--- src/rtl/uart_pkg.sv ---
// Shared UART definitions: receiver state encoding, frame geometry constants
// common to the tx/rx pair, and the 2-of-3 vote used for noisy-line sampling.
// No logic, no latency, no flow control.
package uart_pkg;

  // Frame geometry shared with the transmitter.
  localparam int UART_CLKS_PER_BIT = 16;
  localparam int UART_DATA_BITS    = 8;

  typedef enum logic [2:0] {
    IDLE  = 3'd0,
    START = 3'd1,
    DATA  = 3'd2,
    STOP  = 3'd3,
    BREAK = 3'd4
  } rx_state_t;

  // 2-of-3 majority vote.
  function automatic logic maj3(input logic a, input logic b, input logic c);
    return (a & b) | (a & c) | (b & c);
  endfunction

endpackage

--- src/rtl/sync_2ff.sv ---
// Two-flop synchroniser for asynchronous inputs, reset to RST_VAL.
// Latency: 2 clk cycles from d_i to q_o.
// No flow control; samples every cycle.
// Ports: clk, rst (sync active-high), d_i (async input), q_o (synchronised).
module sync_2ff #(
  parameter int               WIDTH   = 1,
  parameter logic [WIDTH-1:0] RST_VAL = '1
) (
  input  logic             clk,
  input  logic             rst,
  input  logic [WIDTH-1:0] d_i,
  output logic [WIDTH-1:0] q_o
);

  logic [WIDTH-1:0] meta_q;
  logic [WIDTH-1:0] sync_q;

  always_ff @(posedge clk) begin
    if (rst) begin
      meta_q <= RST_VAL;
      sync_q <= RST_VAL;
    end else begin
      meta_q <= d_i;
      sync_q <= meta_q;
    end
  end

  assign q_o = sync_q;

endmodule

--- src/rtl/uart_rx.sv ---
// UART receiver: 1 start, DATA_BITS data (MSB first), 1 stop, CLKS_PER_BIT clocks/bit.
// Latency: valid rises after edge 2 + CLKS_PER_BIT/2 + 9*CLKS_PER_BIT from the start edge.
// No backpressure: valid/frame_err are single-cycle strobes the consumer must take.
// Ports: clk, rst (sync active-high), din (raw async line, idles high),
//        dout (last good byte), valid (dout updated), frame_err (stop bit low),
//        busy (receiver not idle).
// Option: define UART_RX_MAJORITY_EN to take every bit decision as the 2-of-3
//         vote of the synchronised line at counts D-2, D-1, D.
// CLKS_PER_BIT must be even and >= 8 so the vote window fits inside each count run.
module uart_rx
  import uart_pkg::*;
#(
  parameter int CLKS_PER_BIT = UART_CLKS_PER_BIT,
  parameter int DATA_BITS    = UART_DATA_BITS
) (
  input  logic                 clk,
  input  logic                 rst,
  input  logic                 din,
  output logic [DATA_BITS-1:0] dout,
  output logic                 valid,
  output logic                 frame_err,
  output logic                 busy
);

  localparam int CNT_W = $clog2(CLKS_PER_BIT);
  localparam int IDX_W = $clog2(DATA_BITS + 1);

  localparam logic [CNT_W-1:0] CNT_HALF = CNT_W'(CLKS_PER_BIT / 2 - 1);
  localparam logic [CNT_W-1:0] CNT_LAST = CNT_W'(CLKS_PER_BIT - 1);
  localparam logic [CNT_W-1:0] CNT_ONE  = CNT_W'(1);
  localparam logic [IDX_W-1:0] IDX_LAST = IDX_W'(DATA_BITS - 1);
  localparam logic [IDX_W-1:0] IDX_ONE  = IDX_W'(1);

  logic s;

  sync_2ff #(
    .WIDTH   (1),
    .RST_VAL (1'b1)
  ) u_sync (
    .clk (clk),
    .rst (rst),
    .d_i (din),
    .q_o (s)
  );

  rx_state_t            state_q;
  logic [CNT_W-1:0]     cnt_q;
  logic [IDX_W-1:0]     bit_idx_q;
  logic [DATA_BITS-1:0] sr_q;
  logic [DATA_BITS-1:0] dout_q;
  logic                 valid_q;
  logic                 frame_err_q;
  logic                 busy_q;
  logic                 samp;

`ifdef UART_RX_MAJORITY_EN
  // Free-running history of s. The counter advances every cycle inside
  // START/DATA/STOP, so the two previous cycles are exactly counts D-1, D-2
  // whenever a decision is taken at count D.
  logic [1:0] hist_q;

  always_ff @(posedge clk) begin
    if (rst) begin
      hist_q <= 2'b11;
    end else begin
      hist_q <= {hist_q[0], s};
    end
  end

  assign samp = maj3(hist_q[1], hist_q[0], s);
`else
  assign samp = s;
`endif

  always_ff @(posedge clk) begin
    if (rst) begin
      state_q     <= IDLE;
      cnt_q       <= '0;
      bit_idx_q   <= '0;
      sr_q        <= '0;
      dout_q      <= '0;
      valid_q     <= 1'b0;
      frame_err_q <= 1'b0;
      busy_q      <= 1'b0;
    end else begin
      valid_q     <= 1'b0;
      frame_err_q <= 1'b0;

      case (state_q)
        IDLE: begin
          if (!s) begin
            cnt_q   <= '0;
            state_q <= START;
            busy_q  <= 1'b1;
          end
        end

        START: begin
          cnt_q <= cnt_q + CNT_ONE;
          if (cnt_q == CNT_HALF) begin
            if (!samp) begin
              // Start bit confirmed at its centre; from here every
              // CLKS_PER_BIT cycles lands on a data-bit centre.
              cnt_q     <= '0;
              bit_idx_q <= '0;
              state_q   <= DATA;
            end else begin
              // Line came back high: treat as a glitch.
              state_q <= IDLE;
              busy_q  <= 1'b0;
            end
          end
        end

        DATA: begin
          cnt_q <= cnt_q + CNT_ONE;
          if (cnt_q == CNT_LAST) begin
            cnt_q     <= '0;
            sr_q      <= {sr_q[DATA_BITS-2:0], samp};
            bit_idx_q <= bit_idx_q + IDX_ONE;
            if (bit_idx_q == IDX_LAST) begin
              state_q <= STOP;
            end
          end
        end

        STOP: begin
          cnt_q <= cnt_q + CNT_ONE;
          // Leaving at the stop-bit centre leaves half a bit of margin to
          // catch the next start edge of a back-to-back frame.
          if (cnt_q == CNT_LAST) begin
            cnt_q <= '0;
            if (samp) begin
              dout_q  <= sr_q;
              valid_q <= 1'b1;
              state_q <= IDLE;
              busy_q  <= 1'b0;
            end else begin
              frame_err_q <= 1'b1;
              state_q     <= BREAK;
            end
          end
        end

        BREAK: begin
          // Line held low after a bad stop bit: wait for it to release so
          // the low level is not mistaken for a new start bit.
          if (s) begin
            state_q <= IDLE;
            busy_q  <= 1'b0;
          end
        end

        default: begin
          state_q <= IDLE;
          busy_q  <= 1'b0;
        end
      endcase
    end
  end

  assign dout      = dout_q;
  assign valid     = valid_q;
  assign frame_err = frame_err_q;
  assign busy      = busy_q;

endmodule

--- config.mk ---
export PLATFORM = sky130hd
export DESIGN_NAME = uart_rx
export DESIGN_NICKNAME = d
export VERILOG_FILES = /design/src/rtl/uart_pkg.sv /design/src/rtl/sync_2ff.sv /design/src/rtl/uart_rx.sv
export SDC_FILE = /design/constraint.sdc
export NUM_CORES = 1
export LEC_CHECK = 0
export BUFFER_PORTS_ARGS = -buffer_cell sky130_fd_sc_hd__buf_4
export CORE_MARGIN = 2
export CORE_UTILIZATION = 55
export CTS_BUF_LIST = sky130_fd_sc_hd__clkbuf_4 sky130_fd_sc_hd__clkbuf_8 sky130_fd_sc_hd__clkbuf_16
export DETAILED_ROUTE_END_ITERATION = 7
export MAX_ROUTING_LAYER = met4
export PLACE_DENSITY = 0.71
export SETUP_SLACK_MARGIN = 0.02
export SLEW_MARGIN = 0
export SYNTH_ARGS = -nofsm -noshare
export SYNTH_HDL_FRONTEND = slang
export SYNTH_SLANG_ARGS = --single-unit
--- constraint.sdc ---
create_clock -name clk -period 2.02 [get_ports clk]
set_input_delay 0.101 -clock clk [delete_from_list [all_inputs] [get_ports clk]]
set_output_delay 0.101 -clock clk [all_outputs]
set_load 0.005 [all_outputs]
==> results of run 1 <==
[worst register-to-register path, delay by kind of cell (launching register included)]
kind,cells,cell delay (ps)
simple gates,3,940
flops,1,560
mux,1,200
[stage by stage]
stage               hold slack (ps)  instances  setup slack, ps
floorplan                     204.8        156            284.2
global placement              289.0        193            105.2
detailed placement            290.5        193            50.10
CTS                           125.8        201            24.97
global route                  143.7        201            88.66
finish                        145.8        201            212.9
[power breakdown]
part	total [mW]	switching [mW]	internal, mW
clock network	0.351	0.210	0.141
logic	0.0467	0.0263	0.0204
registers	0.644	0.00671	0.637
total	1.04	0.243	0.799
[area by class of cell]
type                            instances  area [um^2]  share of cell area
Timing Repair Buffer                   19        145.1             0.09041
Multi-Input combinational cell        107        709.4              0.4419
Tap cell                               30        37.54             0.02338
Clock buffer                            6        45.04             0.02806
Sequential cell                        32        640.6              0.3991
Clock inverter                          1        5.005            0.003118
Inverter                                6        22.52             0.01403
[layer usage]
metal	wire (um)	share of wire	track usage
met3	130	0.048	0.05738
met5	0	0	-
met1	1325	0.49	0.3030
met2	1222	0.45	0.3056
met4	48	0.018	0.1250
[kinds of logic after synthesis]
family                     Yosys count
adders and majority gates            2
buffers and inverters               17
xor gates and xnor gates             4
AOI/OAI and AO/OA                   27
muxes                               10
and+or+nand+nor                     64
DFF                                 32
[flip-flops by register name, summed over array words and instances, names as in the netlist]
| signal | cells |
|---|---|
| frame_err | 1 |
| state_q | 3 |
| sr_q | 8 |
| bit_idx_q | 4 |
| busy | 1 |
| valid | 1 |
| u_sync.q_o | 1 |
| cnt_q | 4 |
| u_sync.meta_q | 1 |
| dout | 8 |
[synth_stat cells (2+ instances only)]
cell       count
a2111oi_4      2
a211oi_1       2
a21oi_1        9
a22oi_1        2
buf_2          4
clkbuf_1       5
dfxtp_1       32
ha_1           2
inv_1          6
mux2i_1       10
nand2_1       20
nand3_1        5
nor2_1        21
nor3_1         3
nor3_2         3
or2_2          2
or3_1          2
xnor2_1        3
[path summary, 6_finish.rpt]
path                               startpoint    endpoint  cells past startpoint
worst min-delay path                      rst    cnt_q[2]                      2
worst max-delay path               state_q[1]     dout[7]                      4
worst min register to register  u_sync.meta_q  u_sync.q_o                      1
worst max register to register     state_q[1]     dout[7]                      4
[repair_timing]
| item | in CTS | in global routing |
|---|---|---|
| buffers inserted | 0 | 0 |
| gates resized for setup | 0 | 1 |
| endpoints found under the hold margin | 1 | 0 |
| hold buffers | 1 | 0 |
| setup endpoints to repair | 0 | 8 |
==> summary.md, run 1 <==
| Metric | Value |
|---|---|
| Final Wtd Congestion | `0.8913` |
| Post-layout min period | `roughly 1800 ps` |
| FMAX | `roughly 550 MHz` |
| Period utilization | `0.8946` |
| Max incr delay on CP | `around 560 ps` |
| Standard-cell rows | `18` |
| Num CTS Buffers | `5` |
| Startpoint Class | `register` |
| Slew headroom | `0.6977` |
| Chip Height | `around 55 um` |
| Hold Vio Cnt, Final | `0` |
| Post-synth EDFFs | `0` |
| Outcome | `completed` |
| Synth top area cells | `dfxtp_1 (45%), mux2i_1 (7.0%), nor2_1 (5.5%)` |
| LEAKAGE | `approximately 0.64 nW` |
| Final setup vio count | `0` |
| Syn avg cell area | `just over 9 um^2` |
| Most common cell after layout, fill and taps aside | `dfxtp_1` |
| CP Cell Sequence | `or2b_1 -> or4_4 -> mux2i_1 -> nor2_1` |
| Worst Max-Slew Pin Slew | `about 450 ps` |
| Initial Util | `0.5800` |
| CTS Root Cell | `clkbuf_4` |
| Synth Register Bits | `32` |
| P per Cell Area | `648.9 nW/um^2` |
| Fin area | `1605 um^2` |
| CP required | `approximately 2200 ps` |
| Clk sinks | `32` |
| Initial antenna violation count | `0` |
| Largest net degree at the start of global routing | `33` |
| Num ports | `14` |
| Die Wd | `~55 um` |
| Most frequent cells in the layout | `dfxtp_1 (32), nor2_1 (21), nand2_1 (20)` |
| Post-synthesis compound-gate area fraction | `0.1591` |
| Clock transition at path regs | `roughly 100 ps` |
| Crit Path Class | `reg2reg` |
| Synth Flop Type | `dfxtp_1` |
| Slowest CP cell | `dfxtp_1` |
| Critical Path Fanout Max | `11` |
| Final Util | `0.6539` |
| Worst setup skew after layout | `~7.5 ps` |
| Final Total Pwr | `1.042 mW` |
| Placed standard-cell area | `1541 um^2` |
| Adder-Cell Fraction of Synth Area | `0.01757` |
| Asr flop ratio synth | `0` |
| Xor/xnor share of the synthesized area | `0.02460` |
| Clock Latency Late Sink | `330 ps` |
| First-pass GRT wire length | `about 4600 um` |
| PortBufs | `13` |
| Crit-path leading delay family | `simple AND/OR/NAND/NOR gates` |
| DRC | `0` |
| Drt pass-1 iters | `4` |
| Final Max Slew Viols | `0` |
| DIE AREA | `between 3000 and 4000 um^2` |
| CTS tree | `built` |
| Worst hold path class | `in2reg` |
| R2R setup slack | `between 200 and 250 ps` |
| Final TNS setup | `0 ps` |
| CP endpoint kind | `register` |
| Mapped Cells | `about 160` |
| Yosys cell types | `41` |
| Yosys warns | `0` |
| Final wirelength | `2727 um` |
| Register area share after synthesis | `0.4499` |
| Max-cap violations | `0` |
| Remaining antenna violation count | `0` |
| Core area | `about 2500 um^2` |
| Nets@finish | `about 180` |
| Vias/cell | `approximately 5.6` |
| Ant. Diodes | `0` |
| Post-synthesis mux area share | `0.07030` |
| CP Data Arrival Time | `around 2000 ps` |
| Grt ovf | `0` |
| H-tree levels | `2` |
| Simple-gate share of the synthesized area | `0.2241` |
| Area grow syn2layout | `12.74%` |
| Detail Placement HPWL | `1894 um` |
| Main combinational cell family by area after synthesis | `simple AND/OR/NAND/NOR gates` |
| Clk buf depth | `2` |
| Synthesized area | `around 1400 um^2` |
| GRT Overall Usage | `0.2259` |
| RSZ-0062 raised after global routing | `false` |
| Wire per inst | `between 10 and 15 um` |
| Vias after detailed routing | `1133` |
| Largest area contributor in the netlist | `dfxtp_1` |
| # fillers | `196` |
| Layout cell share with drive strength beyond 1 | `0.2047` |
| Area share of the largest cell type after synthesis | `0.4499` |
| Worst vdd ir | `489.9 uV` |
| Post-synth net total | `roughly 160` |
| Starting DRT DRC Count | `30` |
| Worst path bufs/invs | `0` |
| Vias in the first global route | `990` |
(Power assumes the default switching activity.)
==> run 2, diff against run 1 <==
--- a/config.mk
+++ b/config.mk
@@ -6,11 +6,11 @@
 export NUM_CORES = 1
 export LEC_CHECK = 0
 export BUFFER_PORTS_ARGS = -buffer_cell sky130_fd_sc_hd__buf_4
+export CAP_MARGIN = 40
 export CORE_MARGIN = 2
 export CORE_UTILIZATION = 55
 export CTS_BUF_LIST = sky130_fd_sc_hd__clkbuf_4 sky130_fd_sc_hd__clkbuf_8 sky130_fd_sc_hd__clkbuf_16
 export DETAILED_ROUTE_END_ITERATION = 7
-export MAX_ROUTING_LAYER = met4
 export PLACE_DENSITY = 0.71
 export SETUP_SLACK_MARGIN = 0.02
 export SLEW_MARGIN = 0
==> summary.md, run 2 (synthesis gave the netlist of run 1 again) <==
| Metric | Value |
|---|---|
| PortBufs | `13 (unchanged)` |
| CP required | `2240 ps (about the same)` |
| Routing usage on met2 | `0.3056 (unchanged)` |
| Busiest grt layer | `met2 (unchanged)` |
| GR Layer Usage met1 | `0.3030 (unchanged)` |
| Slew headroom | `0.6977 (about the same)` |
| CP Data Arrival Time | `2030 ps (was 2020 ps)` |
| Clk buf depth | `2 (unchanged)` |
| Critical Path Fanout Max | `11 (unchanged)` |
| Worst Max-Slew Pin Slew | `452.5 ps (about the same)` |
| Worst hold start | `rst (unchanged)` |
| Core area | `2455 um^2 (unchanged)` |
| Worst R2R Path Depth | `4 (unchanged)` |
| Vias/cell | `5.632 (was 5.637)` |
| CTS tree | `built (unchanged)` |
| Max-cap violations | `0 (unchanged)` |
| Wire per inst | `13.58 um (was 13.57 um)` |
| Initial antenna violation count | `0 (unchanged)` |
| Detail Placement HPWL | `1894 um (unchanged)` |
| Hold path cells | `2 (unchanged)` |
| FMAX | `552.6 MHz (was 553.4 MHz)` |
| RSZ-0062 raised after global routing | `false (unchanged)` |
| Final wirelength | `2729 um (was 2727 um)` |
| FF/Latch Area | `640.6 um^2 (unchanged)` |
| Hold WS | `145.9 ps (was 145.8 ps)` |
| Placed standard-cell area | `1541 um^2 (unchanged)` |
| Post-layout min period | `1810 ps (was 1807 ps)` |
| LEAKAGE | `0.6364 nW (unchanged)` |
| Drt pass-1 iters | `4 (unchanged)` |
| CP endpoint kind | `register (unchanged)` |
| Vias in the first global route | `990 (unchanged)` |
| Period utilization | `0.8959 (was 0.8946)` |
| R2R setup slack | `210 ps (about the same)` |
| Worst setup skew after layout | `9.150 ps (was 7.510 ps)` |
| Initial Util | `0.5800 (unchanged)` |
| Area grow syn2layout | `12.74% (unchanged)` |
| Worst Hold End | `cnt_q[2] (unchanged)` |
| Final Non-Filler Cells | `201 (unchanged)` |
| Clock transition at path regs | `100 ps (about the same)` |
| Starting DRT DRC Count | `30 (unchanged)` |
| Final TNS setup | `0 ps (unchanged)` |
| Worst r2r dst | `dout[7] (unchanged)` |
| Final Max Slew Viols | `0 (unchanged)` |
| Largest net degree at the start of global routing | `33 (unchanged)` |
| Final worst setup slack | `210.3 ps (was 212.9 ps)` |
| Num ports | `14 (unchanged)` |
| Hold Vio Cnt, Final | `0 (unchanged)` |
| P per Cell Area | `649.7 nW/um^2 (was 648.9 nW/um^2)` |
| Ant. Diodes | `0 (unchanged)` |
| Worst vdd ir | `490.0 uV (was 489.9 uV)` |
| Grt ovf | `0 (unchanged)` |
| Fin area | `1605 um^2 (unchanged)` |
| First-pass GRT wire length | `4560 um (was 4554 um)` |
| Standard-cell rows | `18 (unchanged)` |
| Clock Latency Late Sink | `330 ps (about the same)` |
| Worst hold path class | `in2reg (unchanged)` |
| Crit Path Class | `reg2reg (unchanged)` |
| Clk sinks | `32 (unchanged)` |
| CTS Root Cell | `clkbuf_4 (unchanged)` |
| GRT Overall Usage | `0.2197 (was 0.2259)` |
| Remaining antenna violation count | `0 (unchanged)` |
| DRC | `0 (unchanged)` |
| Nets@finish | `176 (unchanged)` |
| Startpoint Class | `register (unchanged)` |
| Vias after detailed routing | `1132 (was 1133)` |
| Placed instance count | `193 (unchanged)` |
| Most frequent cells in the layout | `dfxtp_1 (32), nor2_1 (21), nand2_1 (20) (unchanged)` |
| Met3 Usage GRT | `0.05738 (unchanged)` |
| Outcome | `completed (unchanged)` |
| Setup Buffers After CTS | `0 (unchanged)` |
| Most common cell after layout, fill and taps aside | `dfxtp_1 (unchanged)` |
| Die Wd | `54.88 um (unchanged)` |
| Chip Height | `54.88 um (unchanged)` |
| Setup WS pre-CTS | `50.10 ps (unchanged)` |
| Worst Setup SP | `state_q[1] (unchanged)` |
| Final Wtd Congestion | `0.8768 (was 0.8913)` |
| R2R Path Start | `state_q[1] (unchanged)` |
| DIE AREA | `3012 um^2 (unchanged)` |
| Num CTS Buffers | `5 (unchanged)` |
| Combined area of the multi-input logic cells | `709.4 um^2 (unchanged)` |
| # fillers | `196 (unchanged)` |
| Layout cell share with drive strength beyond 1 | `0.2047 (unchanged)` |
| Final setup vio count | `0 (unchanged)` |
| H-tree levels | `2 (unchanged)` |
-- run 2: cell counts in the layout (fill, tap and decap cells not counted) --
No cell type changed its count.
-- run 2: layout make-up --
type / instances / share of cell area
repair buffers: 19 / 0.09041
clock inverters: 1 / 0.003118
multi-input cells: 107 / 0.4419
flip-flops and latches: 32 / 0.3991
inverters: 6 / 0.01403
well taps: 30 / 0.02338
clock buffers: 6 / 0.02806
-- run 2: layer usage --
metal / vias to the layer above / share of wire
li1: 570 / -
met1: 530 / 0.49
met2: 27 / 0.45
met3: 5 / 0.048
met4: 0 / 0.018
met5: - / 0
-- run 2: report_power, final --
group / total (mW) / internal (mW) / switching, mW
Sequential: 0.644 / 0.637 / 0.00671
Clock: 0.352 / 0.141 / 0.211
Combinational: 0.0467 / 0.0204 / 0.0263
-- run 2: critical path, cell delays in order (launching register included) --
cell     delay, ps
dfxtp_1        560
or2b_1         330
or4_4          550
mux2i_1        200
nor2_1          50
-- run 2: how the worst max path moves through the flow --
stage,slack [ps],end,cells after the start
2_1_floorplan,280,dout[7],6
3_3_place_gp,110,dout[6],4
3_5_place_dp,50,dout[7],4
4_1_cts,20,dout[7],4
5_1_grt,90,cnt_q[3],6
6_report,210,dout[7],4
-- run 2: timing repair --
item | 4_1_cts | 5_1_grt
setup endpoints to repair | 0 | 8
endpoints found under the hold margin | 1 | 0
gates resized for setup | 0 | 1
hold buffers | 1 | 0
-- run 2: metrics by stage --
step	utilization	power (mW)
detailed placement	0.6279	0.7029
floorplan	-	0.6874
CTS	0.6524	1.049
global route	0.6539	1.080
global placement	0.6279	0.7019
finish	0.6539	1.043
==> run 3, diff against run 2 <==
--- a/config.mk
+++ b/config.mk
@@ -12,7 +12,7 @@
 export CTS_BUF_LIST = sky130_fd_sc_hd__clkbuf_4 sky130_fd_sc_hd__clkbuf_8 sky130_fd_sc_hd__clkbuf_16
 export DETAILED_ROUTE_END_ITERATION = 7
 export PLACE_DENSITY = 0.71
-export SETUP_SLACK_MARGIN = 0.02
+export SETUP_SLACK_MARGIN = 0.5
 export SLEW_MARGIN = 0
 export SYNTH_ARGS = -nofsm -noshare
 export SYNTH_HDL_FRONTEND = slang
==> summary.md, run 3 (synthesis gave the netlist of run 1 again) <==
| Metric | Value |
|---|---|
| DRC | `0 (unchanged)` |
| PortBufs | `13 (unchanged)` |
| Worst Setup SP | `cnt_q[3] (was state_q[1])` |
| Crit Path Class | `reg2reg (unchanged)` |
| Fin area | `1848 um^2 (was 1605 um^2)` |
| Slowest CP cell | `or4b_4 (was dfxtp_1)` |
| Max incr delay on CP | `600 ps (was 560 ps)` |
| Drt pass-1 iters | `5 (was 4)` |
| Worst vdd ir | `571.8 uV (was 490.0 uV)` |
| Hold Vio Cnt, Final | `0 (unchanged)` |
| Clock transition at path regs | `100 ps (about the same)` |
| Worst setup skew after layout | `10.99 ps (was 9.150 ps)` |
| Initial antenna violation count | `0 (unchanged)` |
| Detail Placement HPWL | `1841 um (was 1894 um)` |
| Ant. Diodes | `0 (unchanged)` |
| CTS Root Cell | `clkbuf_4 (unchanged)` |
| Worst R2R Path Depth | `4 (unchanged)` |
| Clk buf depth | `2 (unchanged)` |
| Final wirelength | `3064 um (was 2729 um)` |
| Clk sinks | `32 (unchanged)` |
| Grt ovf | `0 (unchanged)` |
| Layout cell share with drive strength beyond 1 | `0.3763 (was 0.2047)` |
| Placed standard-cell area | `1562 um^2 (was 1541 um^2)` |
| CP required | `2220 ps (was 2240 ps)` |
| Standard-cell rows | `18 (unchanged)` |
| Startpoint Class | `register (unchanged)` |
| Post-layout min period | `1668 ps (was 1810 ps)` |
| # fillers | `166 (was 196)` |
| RSZ-0062 raised after global routing | `true (was false)` |
| Remaining antenna violation count | `0 (unchanged)` |
| Die Wd | `54.88 um (unchanged)` |
| R2R setup slack | `350 ps (was 210 ps)` |
| Final TNS setup | `0 ps (unchanged)` |
| Critical Path Fanout Max | `10 (was 11)` |
| Combined area of the multi-input logic cells | `802.0 um^2 (was 709.4 um^2)` |
| Largest net degree at the start of global routing | `33 (unchanged)` |
| FF/Latch Area | `651.9 um^2 (was 640.6 um^2)` |
| Max-cap violations | `0 (unchanged)` |
| H-tree levels | `2 (unchanged)` |
| DIE AREA | `3012 um^2 (unchanged)` |
| CP Cell Sequence | `or4b_4 -> a2111oi_4 -> xnor2_1 -> nor3_2 (was or2b_1 -> or4_4 -> mux2i_1 -> nor2_1)` |
| Worst hold path class | `in2reg (unchanged)` |
| Final Max Slew Viols | `0 (unchanged)` |
| Area grow syn2layout | `29.79% (was 12.74%)` |
| Chip Height | `54.88 um (unchanged)` |
| LEAKAGE | `0.7333 nW (was 0.6364 nW)` |
| Initial Util | `0.5800 (unchanged)` |
| Most common cell after layout, fill and taps aside | `buf_4 (was dfxtp_1)` |
| Wire per inst | `14.19 um (was 13.58 um)` |
| R2R Path Start | `cnt_q[3] (was state_q[1])` |
| Final setup vio count | `0 (unchanged)` |
| Vias/cell | `5.542 (was 5.632)` |
| Vias in the first global route | `1076 (was 990)` |
| Core area | `2455 um^2 (unchanged)` |
| Outcome | `completed (unchanged)` |
| Vias after detailed routing | `1197 (was 1132)` |
| Worst setup path end | `bit_idx_q[3] (was dout[7])` |
| CTS tree | `built (unchanged)` |
| CP endpoint kind | `register (unchanged)` |
| Slew headroom | `0.6256 (was 0.6977)` |
| CP Data Arrival Time | `1870 ps (was 2030 ps)` |
| FMAX | `599.7 MHz (was 552.6 MHz)` |
| Final Wtd Congestion | `0.8849 (was 0.8768)` |
| Num CTS Buffers | `5 (unchanged)` |
| P per Cell Area | `645.6 nW/um^2 (was 649.7 nW/um^2)` |
| Worst Max-Slew Pin Slew | `554.0 ps (was 452.5 ps)` |
| Nets@finish | `190 (was 176)` |
| GRT Overall Usage | `0.2301 (was 0.2197)` |
| Clock Latency Late Sink | `330 ps (about the same)` |
| Final Util | `0.7528 (was 0.6539)` |
| Period utilization | `0.8255 (was 0.8959)` |
| Starting DRT DRC Count | `21 (was 30)` |
| Hold WS | `140.8 ps (was 145.9 ps)` |
| Most frequent cells in the layout | `buf_4 (28), dfxtp_1 (25), nor2_1 (21) (was dfxtp_1 (32), nor2_1 (21), nand2_1 (20))` |
| First-pass GRT wire length | `4781 um (was 4560 um)` |
| Num ports | `14 (unchanged)` |
| Worst r2r dst | `bit_idx_q[3] (was dout[7])` |
[run 3: cell count changes in the layout (fill, tap and decap cells not counted), moves of 3 or more]
cell	previous run	this run
nand2_1	20	14
dfxtp_2	0	6
buf_6	0	3
nand2_2	0	6
buf_4	18	28
dfxtp_1	32	25
[run 3: cell type report]
type,count,share of cell area
clock buffers,6,0.02437
clock inverters,2,0.01896
inverters,6,0.01219
multi-input cells,108,0.4340
flip-flops and latches,32,0.3527
well taps,30,0.02031
repair buffers,32,0.1374
[run 3: stage by stage]
step | total power, mW | setup slack, ps | cells
after floorplan | 0.6886 | 389.3 | 156
after global placement | 0.7035 | 199.5 | 193
after detailed placement | 0.7043 | 150.8 | 193
after CTS | 1.202 | 301.8 | 215
after global routing | 1.234 | 285.5 | 216
final | 1.193 | 352.4 | 216
[run 3: per-layer routing]
metal / global-route usage / wire length (um) / vias up
li1: - / - / 603
met3: 0.05738 / 157 / 5
met5: 0 / 0 / -
met2: 0.3591 / 1461 / 40
met1: 0.2977 / 1411 / 549
met4: 0.1000 / 34 / 0
[run 3: timing repair]
action | in CTS | in global routing
endpoints found under the setup margin | 18 | 22
pin swaps | 8 | 12
hold buffers | 1 | 0
gates resized for setup | 14 | 10
hold endpoints to repair | 1 | 0
cloned | 1 | 0
buffers inserted | 12 | 1
[run 3: worst max-delay path: cells and delay by family (launching register included)]
family                    cells  cell delay [ps]
and+or+nand+nor               2              650
DFF                           1              400
xor gates and xnor gates      1              170
AOI/OAI and AO/OA             1              320
[run 3: how the worst min path moves through the flow]
stage / start / end / slack, ps / depth (start not counted)
floorplan: din / u_sync.meta_q / 200 / 1
global placement: din / u_sync.meta_q / 290 / 2
detailed placement: din / u_sync.meta_q / 290 / 2
CTS: rst / dout[3] / 130 / 2
global route: rst / cnt_q[1] / 150 / 2
finish: rst / dout[4] / 140 / 2
[run 3: power by group]
group | switching, mW | internal, mW | total (mW)
clock network | 0.215 | 0.273 | 0.488
logic | 0.0322 | 0.0299 | 0.0620
registers | 0.00633 | 0.637 | 0.643
